--- config.mk ---
export PLATFORM = sky130hd
export DESIGN_NAME = uart_loop_ctl
export DESIGN_NICKNAME = d
export VERILOG_FILES = /design/src/rtl/uart_loop_ctl.sv
export SDC_FILE = /design/constraint.sdc
export NUM_CORES = 1
export LEC_CHECK = 0
export CAP_MARGIN = 30
export CORE_MARGIN = 2
export CORE_UTILIZATION = 55
export CTS_BUF_LIST = sky130_fd_sc_hd__clkbuf_8
export DETAILED_ROUTE_END_ITERATION = 16
export PLACE_DENSITY = 0.72
export SYNTH_ARGS = -nofsm -noshare
export SYNTH_HDL_FRONTEND = slang
export SYNTH_SLANG_ARGS = --single-unit
--- constraint.sdc ---
create_clock -name clk -period 5.3 [get_ports clk]
set_clock_uncertainty 0.2 [all_clocks]
set_input_delay 1.06 -clock clk [delete_from_list [all_inputs] [get_ports clk]]
set_output_delay 1.06 -clock clk [all_outputs]
set_load 0.05 [all_outputs]
--- src/rtl/uart_loop_ctl.sv ---
// UART loopback controller: receives frames on rx, queues good bytes in a small FIFO
// and echoes them on tx unless hold mode is selected; sticky error flags report bad frames.
module uart_loop_ctl #(
    parameter int BAUD_DIV   = 868,
    parameter int DATA_BITS  = 8,
    parameter int PARITY     = 0,
    parameter int FIFO_DEPTH = 16
) (
    input  logic       clk,
    input  logic       rst,
    input  logic       rx,
    input  logic       sw,
    output logic       tx,
    output logic [7:0] led,
    output logic       perr,
    output logic       ferr,
    output logic       ovf
);

    localparam int CNT_W   = $clog2(BAUD_DIV);
    localparam int PTR_W   = $clog2(FIFO_DEPTH);
    localparam int OCC_W   = PTR_W + 1;
    localparam logic [CNT_W-1:0] BIT_LAST  = CNT_W'(BAUD_DIV - 1);
    localparam logic [CNT_W-1:0] HALF_LAST = CNT_W'(BAUD_DIV / 2 - 1);
    localparam logic [2:0]       DATA_LAST = 3'(DATA_BITS - 1);
    localparam logic [OCC_W-1:0] OCC_FULL  = OCC_W'(FIFO_DEPTH);
    localparam logic             PAR_EN    = (PARITY != 0);
    localparam logic             PAR_ODD   = (PARITY == 2);

    typedef enum logic [2:0] {RX_IDLE, RX_START, RX_DATA, RX_PAR, RX_STOP} rx_state_t;
    typedef enum logic [2:0] {TX_IDLE, TX_START, TX_DATA, TX_PAR, TX_STOP} tx_state_t;

    logic rx_meta_q, rx_sync_q, rx_prev_q;
    logic sw_meta_q, sw_sync_q;

    rx_state_t            rx_state_q, rx_state_d;
    logic [CNT_W-1:0]     rx_cnt_q, rx_cnt_d;
    logic [2:0]           rx_bit_q, rx_bit_d;
    logic [DATA_BITS-1:0] rx_shift_q, rx_shift_d;
    logic                 rx_par_q, rx_par_d;
    logic                 rx_stop_q, rx_stop_d;
    logic                 rx_done_q, rx_done_d;

    tx_state_t            tx_state_q, tx_state_d;
    logic [CNT_W-1:0]     tx_cnt_q, tx_cnt_d;
    logic [2:0]           tx_bit_q, tx_bit_d;
    logic [DATA_BITS-1:0] tx_shift_q, tx_shift_d;
    logic                 tx_par_q, tx_par_d;
    logic                 tx_q, tx_d;

    logic [DATA_BITS-1:0] fifo_mem [FIFO_DEPTH];
    logic [PTR_W-1:0]     wr_ptr_q, wr_ptr_d;
    logic [PTR_W-1:0]     rd_ptr_q, rd_ptr_d;
    logic [OCC_W-1:0]     occ_q, occ_d;

    logic [7:0] led_q, led_d;
    logic       perr_q, perr_d, ferr_q, ferr_d, ovf_q, ovf_d;

    logic bad_par, frame_good, fifo_full, fifo_empty, push_ok, pop;

    // rx idles high, so its synchronizer resets high: only a fresh falling edge starts a frame
    always_ff @(posedge clk or negedge rst) begin
        if (!rst) begin
            rx_meta_q <= 1'b1;
            rx_sync_q <= 1'b1;
            rx_prev_q <= 1'b1;
            sw_meta_q <= 1'b0;
            sw_sync_q <= 1'b0;
        end else begin
            rx_meta_q <= rx;
            rx_sync_q <= rx_meta_q;
            rx_prev_q <= rx_sync_q;
            sw_meta_q <= sw;
            sw_sync_q <= sw_meta_q;
        end
    end

    always_comb begin
        rx_state_d = rx_state_q;
        rx_cnt_d   = rx_cnt_q;
        rx_bit_d   = rx_bit_q;
        rx_shift_d = rx_shift_q;
        rx_par_d   = rx_par_q;
        rx_stop_d  = rx_stop_q;
        rx_done_d  = 1'b0;
        case (rx_state_q)
            RX_IDLE: begin
                if (rx_prev_q && !rx_sync_q) begin
                    rx_state_d = RX_START;
                    rx_cnt_d   = '0;
                end
            end
            RX_START: begin
                if (rx_cnt_q == HALF_LAST) begin
                    rx_cnt_d   = '0;
                    rx_bit_d   = '0;
                    rx_state_d = rx_sync_q ? RX_IDLE : RX_DATA;
                end else begin
                    rx_cnt_d = rx_cnt_q + 1'b1;
                end
            end
            RX_DATA: begin
                if (rx_cnt_q == BIT_LAST) begin
                    rx_cnt_d   = '0;
                    rx_shift_d = {rx_sync_q, rx_shift_q[DATA_BITS-1:1]};
                    if (rx_bit_q == DATA_LAST) begin
                        rx_state_d = PAR_EN ? RX_PAR : RX_STOP;
                    end else begin
                        rx_bit_d = rx_bit_q + 1'b1;
                    end
                end else begin
                    rx_cnt_d = rx_cnt_q + 1'b1;
                end
            end
            RX_PAR: begin
                if (rx_cnt_q == BIT_LAST) begin
                    rx_cnt_d   = '0;
                    rx_par_d   = rx_sync_q;
                    rx_state_d = RX_STOP;
                end else begin
                    rx_cnt_d = rx_cnt_q + 1'b1;
                end
            end
            RX_STOP: begin
                if (rx_cnt_q == BIT_LAST) begin
                    rx_cnt_d   = '0;
                    rx_stop_d  = rx_sync_q;
                    rx_done_d  = 1'b1;
                    rx_state_d = RX_IDLE;
                end else begin
                    rx_cnt_d = rx_cnt_q + 1'b1;
                end
            end
            default: rx_state_d = RX_IDLE;
        endcase
    end

    // Frame verdict is taken the clock after the stop sample, while rx_shift_q still holds the byte
    always_comb begin
        bad_par    = PAR_EN && (rx_par_q != ((^rx_shift_q) ^ PAR_ODD));
        frame_good = rx_done_q && rx_stop_q && !bad_par;
        fifo_full  = (occ_q == OCC_FULL);
        fifo_empty = (occ_q == '0);
        push_ok    = frame_good && (!fifo_full || pop);
        wr_ptr_d   = push_ok ? wr_ptr_q + 1'b1 : wr_ptr_q;
        rd_ptr_d   = pop ? rd_ptr_q + 1'b1 : rd_ptr_q;
        occ_d      = occ_q;
        if (push_ok && !pop) begin
            occ_d = occ_q + 1'b1;
        end else if (!push_ok && pop) begin
            occ_d = occ_q - 1'b1;
        end
        ferr_d = ferr_q | (rx_done_q && !rx_stop_q);
        perr_d = perr_q | (rx_done_q && rx_stop_q && bad_par);
        ovf_d  = ovf_q | (frame_good && fifo_full && !pop);
        led_d  = led_q;
        if (frame_good) begin
            led_d                = '0;
            led_d[DATA_BITS-1:0] = rx_shift_q;
        end
    end

    always_comb begin
        tx_state_d = tx_state_q;
        tx_cnt_d   = tx_cnt_q;
        tx_bit_d   = tx_bit_q;
        tx_shift_d = tx_shift_q;
        tx_par_d   = tx_par_q;
        tx_d       = tx_q;
        pop        = 1'b0;
        case (tx_state_q)
            TX_IDLE: begin
                tx_d = 1'b1;
                if (!sw_sync_q && !fifo_empty) begin
                    pop        = 1'b1;
                    tx_shift_d = fifo_mem[rd_ptr_q];
                    tx_par_d   = (^fifo_mem[rd_ptr_q]) ^ PAR_ODD;
                    tx_d       = 1'b0;
                    tx_cnt_d   = '0;
                    tx_state_d = TX_START;
                end
            end
            TX_START: begin
                if (tx_cnt_q == BIT_LAST) begin
                    tx_cnt_d   = '0;
                    tx_bit_d   = '0;
                    tx_d       = tx_shift_q[0];
                    tx_state_d = TX_DATA;
                end else begin
                    tx_cnt_d = tx_cnt_q + 1'b1;
                end
            end
            TX_DATA: begin
                if (tx_cnt_q == BIT_LAST) begin
                    tx_cnt_d = '0;
                    if (tx_bit_q == DATA_LAST) begin
                        tx_d       = PAR_EN ? tx_par_q : 1'b1;
                        tx_state_d = PAR_EN ? TX_PAR : TX_STOP;
                    end else begin
                        tx_bit_d   = tx_bit_q + 1'b1;
                        tx_shift_d = tx_shift_q >> 1;
                        tx_d       = tx_shift_q[1];
                    end
                end else begin
                    tx_cnt_d = tx_cnt_q + 1'b1;
                end
            end
            TX_PAR: begin
                if (tx_cnt_q == BIT_LAST) begin
                    tx_cnt_d   = '0;
                    tx_d       = 1'b1;
                    tx_state_d = TX_STOP;
                end else begin
                    tx_cnt_d = tx_cnt_q + 1'b1;
                end
            end
            TX_STOP: begin
                if (tx_cnt_q == BIT_LAST) begin
                    tx_cnt_d   = '0;
                    tx_d       = 1'b1;
                    tx_state_d = TX_IDLE;
                end else begin
                    tx_cnt_d = tx_cnt_q + 1'b1;
                end
            end
            default: begin
                tx_d       = 1'b1;
                tx_state_d = TX_IDLE;
            end
        endcase
    end

    always_ff @(posedge clk or negedge rst) begin
        if (!rst) begin
            rx_state_q <= RX_IDLE;
            rx_cnt_q   <= '0;
            rx_bit_q   <= '0;
            rx_shift_q <= '0;
            rx_par_q   <= 1'b0;
            rx_stop_q  <= 1'b0;
            rx_done_q  <= 1'b0;
            tx_state_q <= TX_IDLE;
            tx_cnt_q   <= '0;
            tx_bit_q   <= '0;
            tx_shift_q <= '0;
            tx_par_q   <= 1'b0;
            tx_q       <= 1'b1;
            wr_ptr_q   <= '0;
            rd_ptr_q   <= '0;
            occ_q      <= '0;
            led_q      <= '0;
            perr_q     <= 1'b0;
            ferr_q     <= 1'b0;
            ovf_q      <= 1'b0;
        end else begin
            rx_state_q <= rx_state_d;
            rx_cnt_q   <= rx_cnt_d;
            rx_bit_q   <= rx_bit_d;
            rx_shift_q <= rx_shift_d;
            rx_par_q   <= rx_par_d;
            rx_stop_q  <= rx_stop_d;
            rx_done_q  <= rx_done_d;
            tx_state_q <= tx_state_d;
            tx_cnt_q   <= tx_cnt_d;
            tx_bit_q   <= tx_bit_d;
            tx_shift_q <= tx_shift_d;
            tx_par_q   <= tx_par_d;
            tx_q       <= tx_d;
            wr_ptr_q   <= wr_ptr_d;
            rd_ptr_q   <= rd_ptr_d;
            occ_q      <= occ_d;
            led_q      <= led_d;
            perr_q     <= perr_d;
            ferr_q     <= ferr_d;
            ovf_q      <= ovf_d;
        end
    end

    // Storage needs no reset; the occupancy count alone defines which entries are valid
    always_ff @(posedge clk) begin
        if (push_ok) begin
            fifo_mem[wr_ptr_q] <= rx_shift_q;
        end
    end

    assign tx   = tx_q;
    assign led  = led_q;
    assign perr = perr_q;
    assign ferr = ferr_q;
    assign ovf  = ovf_q;

endmodule

==> results of run 1 <==
layout make-up:
| class | count | area [um2] |
|---|---|---|
| fillers | 1140 | 5600 |
| inverters | 9 | 33.8 |
| repair buffers | 23 | 224 |
| clock buffers | 38 | 523 |
| multi-input cells | 327 | 2710 |
| clock inverters | 24 | 133 |
| well taps | 211 | 264 |
| flip-flops and latches | 207 | 5830 |
cell families (layout without fill, tap and decap cells):
logic type	Yosys count	count (layout)	synth area share (%)
DFF	207	207	67.1
xor gates and xnor gates	13	13	1.31
other	1	1	0.0432
buffers and inverters	32	94	1.76
muxes	56	56	11.4
AOI/OAI and AO/OA	94	94	6.75
adders and majority gates	17	17	2.53
and+or+nand+nor	146	146	9.17
power groups by stage:
stage | Clock, W | Sequential [W] | Combinational (W)
floorplan | 0 | 0.00177 | 0.000109
CTS | 0.00135 | 0.00175 | 0.000134
detailed placement | 0 | 0.00179 | 0.000133
global placement | 0 | 0.00178 | 0.000125
global route | 0.00143 | 0.00176 | 0.000156
finish | 0.00132 | 0.00175 | 0.000136
per-stage QoR:
step / worst slack (ns) / hold slack (ns) / total power [W]
finish: 1.99 / 0.152 / 0.00321
global route: 1.76 / 0.160 / 0.00335
CTS: 2.00 / 0.156 / 0.00324
detailed placement: 2.04 / 0.151 / 0.00192
global placement: 2.08 / 0.150 / 0.00191
floorplan: 2.33 / 0.131 / 0.00188
layer usage:
layer	GRT usage (%)	routed length (um)	part of all wire, %	vias up
met5	0	0	0	-
met4	8.16	472	2.9	0
met3	4.09	891	5.5	41
met2	33.4	7900	48	137
met1	28.3	7050	43	2506
li1	-	-	-	2259
layout by cell type (no fill, tap or decap), types with 3 or more instances in the layout:
master	netlist	final
a21o_1	12	12
a21oi_1	18	18
a22o_1	6	6
a31oi_1	3	3
and3_1	10	10
buf_4	1	5
clkbuf_8	0	38
clkdlybuf4s50_1	0	13
clkinv_2	0	5
dfrtp_1	75	74
dfstp_2	4	4
edfxtp_1	128	128
ha_1	16	16
inv_1	9	23
mux2_2	22	22
mux4_2	32	32
nand2_1	30	30
nand2b_1	10	10
nand3_1	4	4
nand4_1	4	4
nor2_1	34	34
nor3_1	20	20
nor3b_1	9	9
nor4_1	3	3
o21ai_0	27	27
o21ai_1	3	3
o22ai_1	16	16
or3_1	4	4
xnor2_1	8	8
xor2_1	5	5
state kept, by name, indices dropped and copies added (netlist names), 3 cells and up:
signal and flops:
fifo_mem 128, led 8, occ_q 5, rd_ptr_q 4, rx_bit_q 3, rx_cnt_q 10
rx_shift_q 8, rx_state_q 3, tx_bit_q 3, tx_cnt_q 10, tx_shift_q 8, tx_state_q 3
wr_ptr_q 4
final timing paths:
check / from / end / depth (start not counted)
worst max-delay path: tx_state_q[2]$_DFFE_PN0P_ / occ_q[4]$_DFFE_PN0P_ / 11
worst min-delay path: rx_meta_q$_DFF_PN1_ / rx_sync_q$_DFF_PN1_ / 0
worst max register to register: tx_state_q[2]$_DFFE_PN0P_ / occ_q[4]$_DFFE_PN0P_ / 11
worst min register to register: rx_meta_q$_DFF_PN1_ / rx_sync_q$_DFF_PN1_ / 0
max in group asynchronous: rst / rx_meta_q$_DFF_PN1_ / 2
min in group asynchronous: rst / tx_state_q[2]$_DFFE_PN0P_ / 1
==> flow_summary_export.csv, run 1 <==
group,metric,value,unit
synth,syn_area_per_cell,15.4,um2
worst_setup_path,slowest_delay,0.57,ns
worst_setup_path,crit_path_start_kind,"flip-flop",
power_and_ir_drop,clkPwrFrac,41.1,%
clocking,clock_latency,0.52,ns
grt,antenna_found_initial,0,
clocking,post_cts_resized,0,
power_and_ir_drop,max-vdd-ir-drop,0.258,mV
route,num_vias,4943,
worst_setup_path,path_class,"flip-flop to flip-flop",
placement,place_congestion,0.813,
synth,yosys_warnings,0,
route,route.detailed.wl_per_inst,19.4,um
synth,synth_top_area_share,44.2,%
timing,fmax,302,MHz
layout,antenna_cells,0,
power_and_ir_drop,pwr_density_cell,331,nW/um2
placement,place_hpwl,10.5,mm
floorplan,die_y,130,um
power_and_ir_drop,seq_power_share,54.7,%
placement,dp.cells,775,
route,routed_wl,16.3,mm
route,first_iter_violations,325,
clocking,clkTransAtPathRegs,0.06,ns
route,via_per_inst,5.89,
worst_setup_path,crit_slowest_cell,"nor4_1",
grt,track_usage,20.7,%
layout,fin_util,63.4,%
clocking,hold_buffers,0,
clocking,cts_tree,"yes",
synth,syn_inst,566,
worst_setup_path,cp_num_buf_inv,1,
floorplan,io_pins,16,
layout,drive_gt1_share,20.7,%
timing,setup_viol,0,
synth,async_flop_share,38.2,%
power_and_ir_drop,combPwrFrac,4.2,%
synth,mappedNetlistArea,8690,um2
floorplan,row_count,45,
power_and_ir_drop,internal-power,0.00249,W
timing,rsz0062_at_grt,"no",
worst_setup_path,end_kind,"flip-flop",
floorplan,design.die.area,16800,um2
layout,stdcell_area,9710,um2
synth,synth-seq-area-share,67.1,%
worst_setup_path,crit_top_cell,"xnor2_1",
power_and_ir_drop,p_sw_share,22.4,%
layout,final_net_count,623,
timing,max-slew-margin-rel,44.9,%
synth,yosysTopAreaCell,"edfxtp_1",
worst_setup_path,worstPathCellList,"nor4_1, nor3_1, nor2_2, ha_1, inv_1, fa_1, a21o_1, a21oi_1, xnor2_1, nor2_1, xnor2_1",
synth,ys_types,56,
status,status,"completed",
synth,ys_top_cells_by_area,"edfxtp_1, dfrtp_1, mux4_2",
clocking,clockBufferDepth,3,
worst_setup_path,worstPathArrival,3.51,ns
synth,ys.flop_type,"edfxtp_1",
placement,placed_cell_area,9020,um2
clocking,htreeDepth,2,
timing,final.setup.tns,0,ns
clocking,cts_buffers,34,
route,ant_nets,0,
grt,grt_max_degree,80,
worst_setup_path,cp_max_fo,9,
route,remaining_drc_errors,0,
route,first_pass_iters,5,
synth,synth_nets,587,
placement,portBuffers,14,
clocking,cts_setup_buffers,0,
floorplan,die_w,130,um
synth,synth_edf_count,128,
power_and_ir_drop,p_sw,0.000721,W
synth,synth_common_cells,"edfxtp_1, dfrtp_1, nor2_1",
timing,final_max_slew_viol_count,0,
worst_setup_path,worst_ep_required_time,5.50,ns
flow_run,drv_cap,0,
layout,areaGrowthSynthToFinish,11.8,%
power_and_ir_drop,p_leak,3.41,nW
floorplan,start_util,56.7,%
clocking,root_buffer,"clkbuf_8",
synth,synth_seq_cells,207,
grt,grt_pass1_vias,4990,
timing,min_period,3.31,ns
worst_setup_path,cp_top_family,"simple AND/OR/NAND/NOR gates",
floorplan,coreArea,15300,um2
timing,period_share,62.5,%
worst_setup_path,reg2reg_slack,1.99,ns
grt,grt_pass1_wl,26.1,mm
min_path,hold_path_class,"flip-flop to flip-flop",
timing,hold_viol,0,
timing,worstMarginPinSlew,0.824,ns
grt,grt_overflow,0,
synth,post-synth-top-count-cell,"edfxtp_1",
clocking,clock_sinks,207,
layout,stdcell_count,839,
(Power assumes the default switching activity.)
==> run 2, diff against run 1 <==
Settings changed: PLACE_DENSITY 0.72 to 0.74.
Clock period 5.3 ns to 2.7 ns, I/O delays scaled along.
==> flow_summary_export.csv, run 2 (synthesis results as in run 1) <==
group,metric,value,unit
layout,final_common_cell,"edfxtp_1",
power_and_ir_drop,p_leak,3.47,nW
worst_setup_path,worst_ep_required_time,2.90,ns
worst_setup_path,crit_path_start_kind,"flip-flop",
route,remaining_drc_errors,0,
clocking,clockBufferDepth,3,
floorplan,die_w,130,um
placement,dp.cells,792,
layout,stdcell_count,854,
route,route.detailed.wl_per_inst,19.2,um
grt,antenna_found_initial,0,
timing,setup_viol,0,
layout,mostFrequentLayoutCells,"edfxtp_1, dfrtp_1, clkbuf_8",
timing,worstMarginPinSlew,0.891,ns
power_and_ir_drop,total_power,0.00619,W
flow_run,drv_cap,0,
grt,track_usage,21.0,%
timing,whs,0.160,ns
clocking,htreeDepth,2,
placement,place_congestion,0.813,
clocking,cts_setup_buffers,0,
power_and_ir_drop,clkPwrFrac,40.0,%
timing,fmax,374,MHz
timing,rsz0062_at_grt,"yes",
layout,drive_gt1_share,25.3,%
power_and_ir_drop,internal-power,0.00477,W
timing,hold_viol,0,
min_path,hold_path_class,"flip-flop to flip-flop",
timing,min_period,2.67,ns
layout,stdcell_area,9900,um2
layout,register_area,5830,um2
grt,grt_max_degree,71,
power_and_ir_drop,max-vdd-ir-drop,0.421,mV
floorplan,start_util,56.7,%
grt,grt_pass1_vias,5135,
placement,place_hpwl,10.7,mm
timing,final.setup.tns,0,ns
route,via_per_inst,5.82,
worst_setup_path,worstPathArrival,2.88,ns
layout,top_register,"fifo_mem",
clocking,cts_buffers,35,
layout,fill_cells,1092,
grt,grt_pass1_wl,26.8,mm
worst_setup_path,end_kind,"flip-flop",
power_and_ir_drop,seq_power_share,55.7,%
floorplan,coreArea,15300,um2
power_and_ir_drop,pwr_density_cell,625,nW/um2
clocking,clock_latency,0.52,ns
worst_setup_path,cp_max_fo,4,
status,status,"completed",
floorplan,io_pins,16,
layout,largest_register_ffs,128,
layout,largestRegisters,"fifo_mem (128), rx_cnt_q (10), tx_cnt_q (10)",
layout,areaGrowthSynthToFinish,13.9,%
placement,portBuffers,14,
floorplan,die_y,130,um
grt,grt_overflow,0,
layout,antenna_cells,0,
clocking,clkTransAtPathRegs,0.06,ns
timing,max-slew-margin-rel,40.6,%
clocking,root_buffer,"clkbuf_8",
layout,multiInputGateArea,2800,um2
timing,final_max_slew_viol_count,0,
worst_setup_path,path_class,"flip-flop to flip-flop",
floorplan,design.die.area,16800,um2
placement,placed_cell_area,9220,um2
route,num_vias,4968,
route,first_pass_iters,5,
power_and_ir_drop,p_sw,0.00142,W
route,ant_nets,0,
clocking,clock_sinks,207,
power_and_ir_drop,p_sw_share,22.9,%
floorplan,row_count,45,
layout,final_net_count,640,
power_and_ir_drop,combPwrFrac,4.3,%
route,first_iter_violations,380,
clocking,cts_tree,"yes",
timing,period_share,99.1,%
route,routed_wl,16.4,mm
## run 2: metal layers
| layer | vias to the layer above | GRT usage [%] | wire length [um] |
|---|---|---|---|
| met5 | - | 0 | 0 |
| met4 | 0 | 7.53 | 298 |
| met3 | 28 | 4.17 | 723 |
| met2 | 136 | 33.9 | 8260 |
| met1 | 2522 | 28.7 | 7150 |
| li1 | 2282 | - | - |
## run 2: through the flow
| stage | worst slack, ns | utilization, % |
|---|---|---|
| floorplan | -0.0283 | - |
| CTS | 0.000241 | 64.4 |
| finish | 0.0254 | 64.6 |
| global placement | 0.0341 | 60.2 |
| global route | -0.0697 | 64.6 |
| detailed placement | 0.00274 | 60.2 |
## run 2: power groups by stage
| stage | registers, W | logic, W | clock network, W |
|---|---|---|---|
| after floorplan | 0.00347 | 0.000215 | 0 |
| after global placement | 0.00350 | 0.000250 | 0 |
| final | 0.00344 | 0.000266 | 0.00247 |
| after detailed placement | 0.00351 | 0.000265 | 0 |
| after global routing | 0.00345 | 0.000306 | 0.00269 |
| after CTS | 0.00344 | 0.000268 | 0.00254 |
## run 2: final cells by class
cell class	count	share of cell area [%]
Sequential cell	207	58.9
Clock buffer	37	5.14
Timing Repair Buffer	39	3.44
Multi-Input combinational cell	327	28.3
Clock inverter	24	1.20
Inverter	9	0.367
Tap cell	211	2.67
## run 2: final timing paths
path / from / endpoint / slack, ns / cells after the start
setup / recovery: occ_q[1]$_DFFE_PN0P_ / occ_q[4]$_DFFE_PN0P_ / 0.03 / 11
hold / removal: rx_meta_q$_DFF_PN1_ / rx_sync_q$_DFF_PN1_ / 0.16 / 0
setup reg to reg: occ_q[1]$_DFFE_PN0P_ / occ_q[4]$_DFFE_PN0P_ / 0.03 / 11
hold reg to reg: rx_meta_q$_DFF_PN1_ / rx_sync_q$_DFF_PN1_ / 0.16 / 0
max in group asynchronous: rst / rx_stop_q$_DFFE_PN0P_ / 1.11 / 3
min in group asynchronous: rst / tx_shift_q[7]$_DFFE_PN0P_ / 0.48 / 2
## run 2: timing repair
item	4_1_cts	5_1_grt
hold buffers	1	0
pin swaps	0	4
endpoints found under the setup margin	1	83
resized for setup	1	14
hold endpoints to repair	65	0
## run 2: critical path, cell delays in order (launching register included)
cell and delay, ns:
dfrtp_1 0.39, or4_4 0.58, nor3_4 0.22, nor2_4 0.07, ha_4 0.17, inv_4 0.06
ha_1 0.24, a21o_1 0.19, a21oi_2 0.13, xnor2_1 0.12, nor2_1 0.06, xnor2_1 0.12
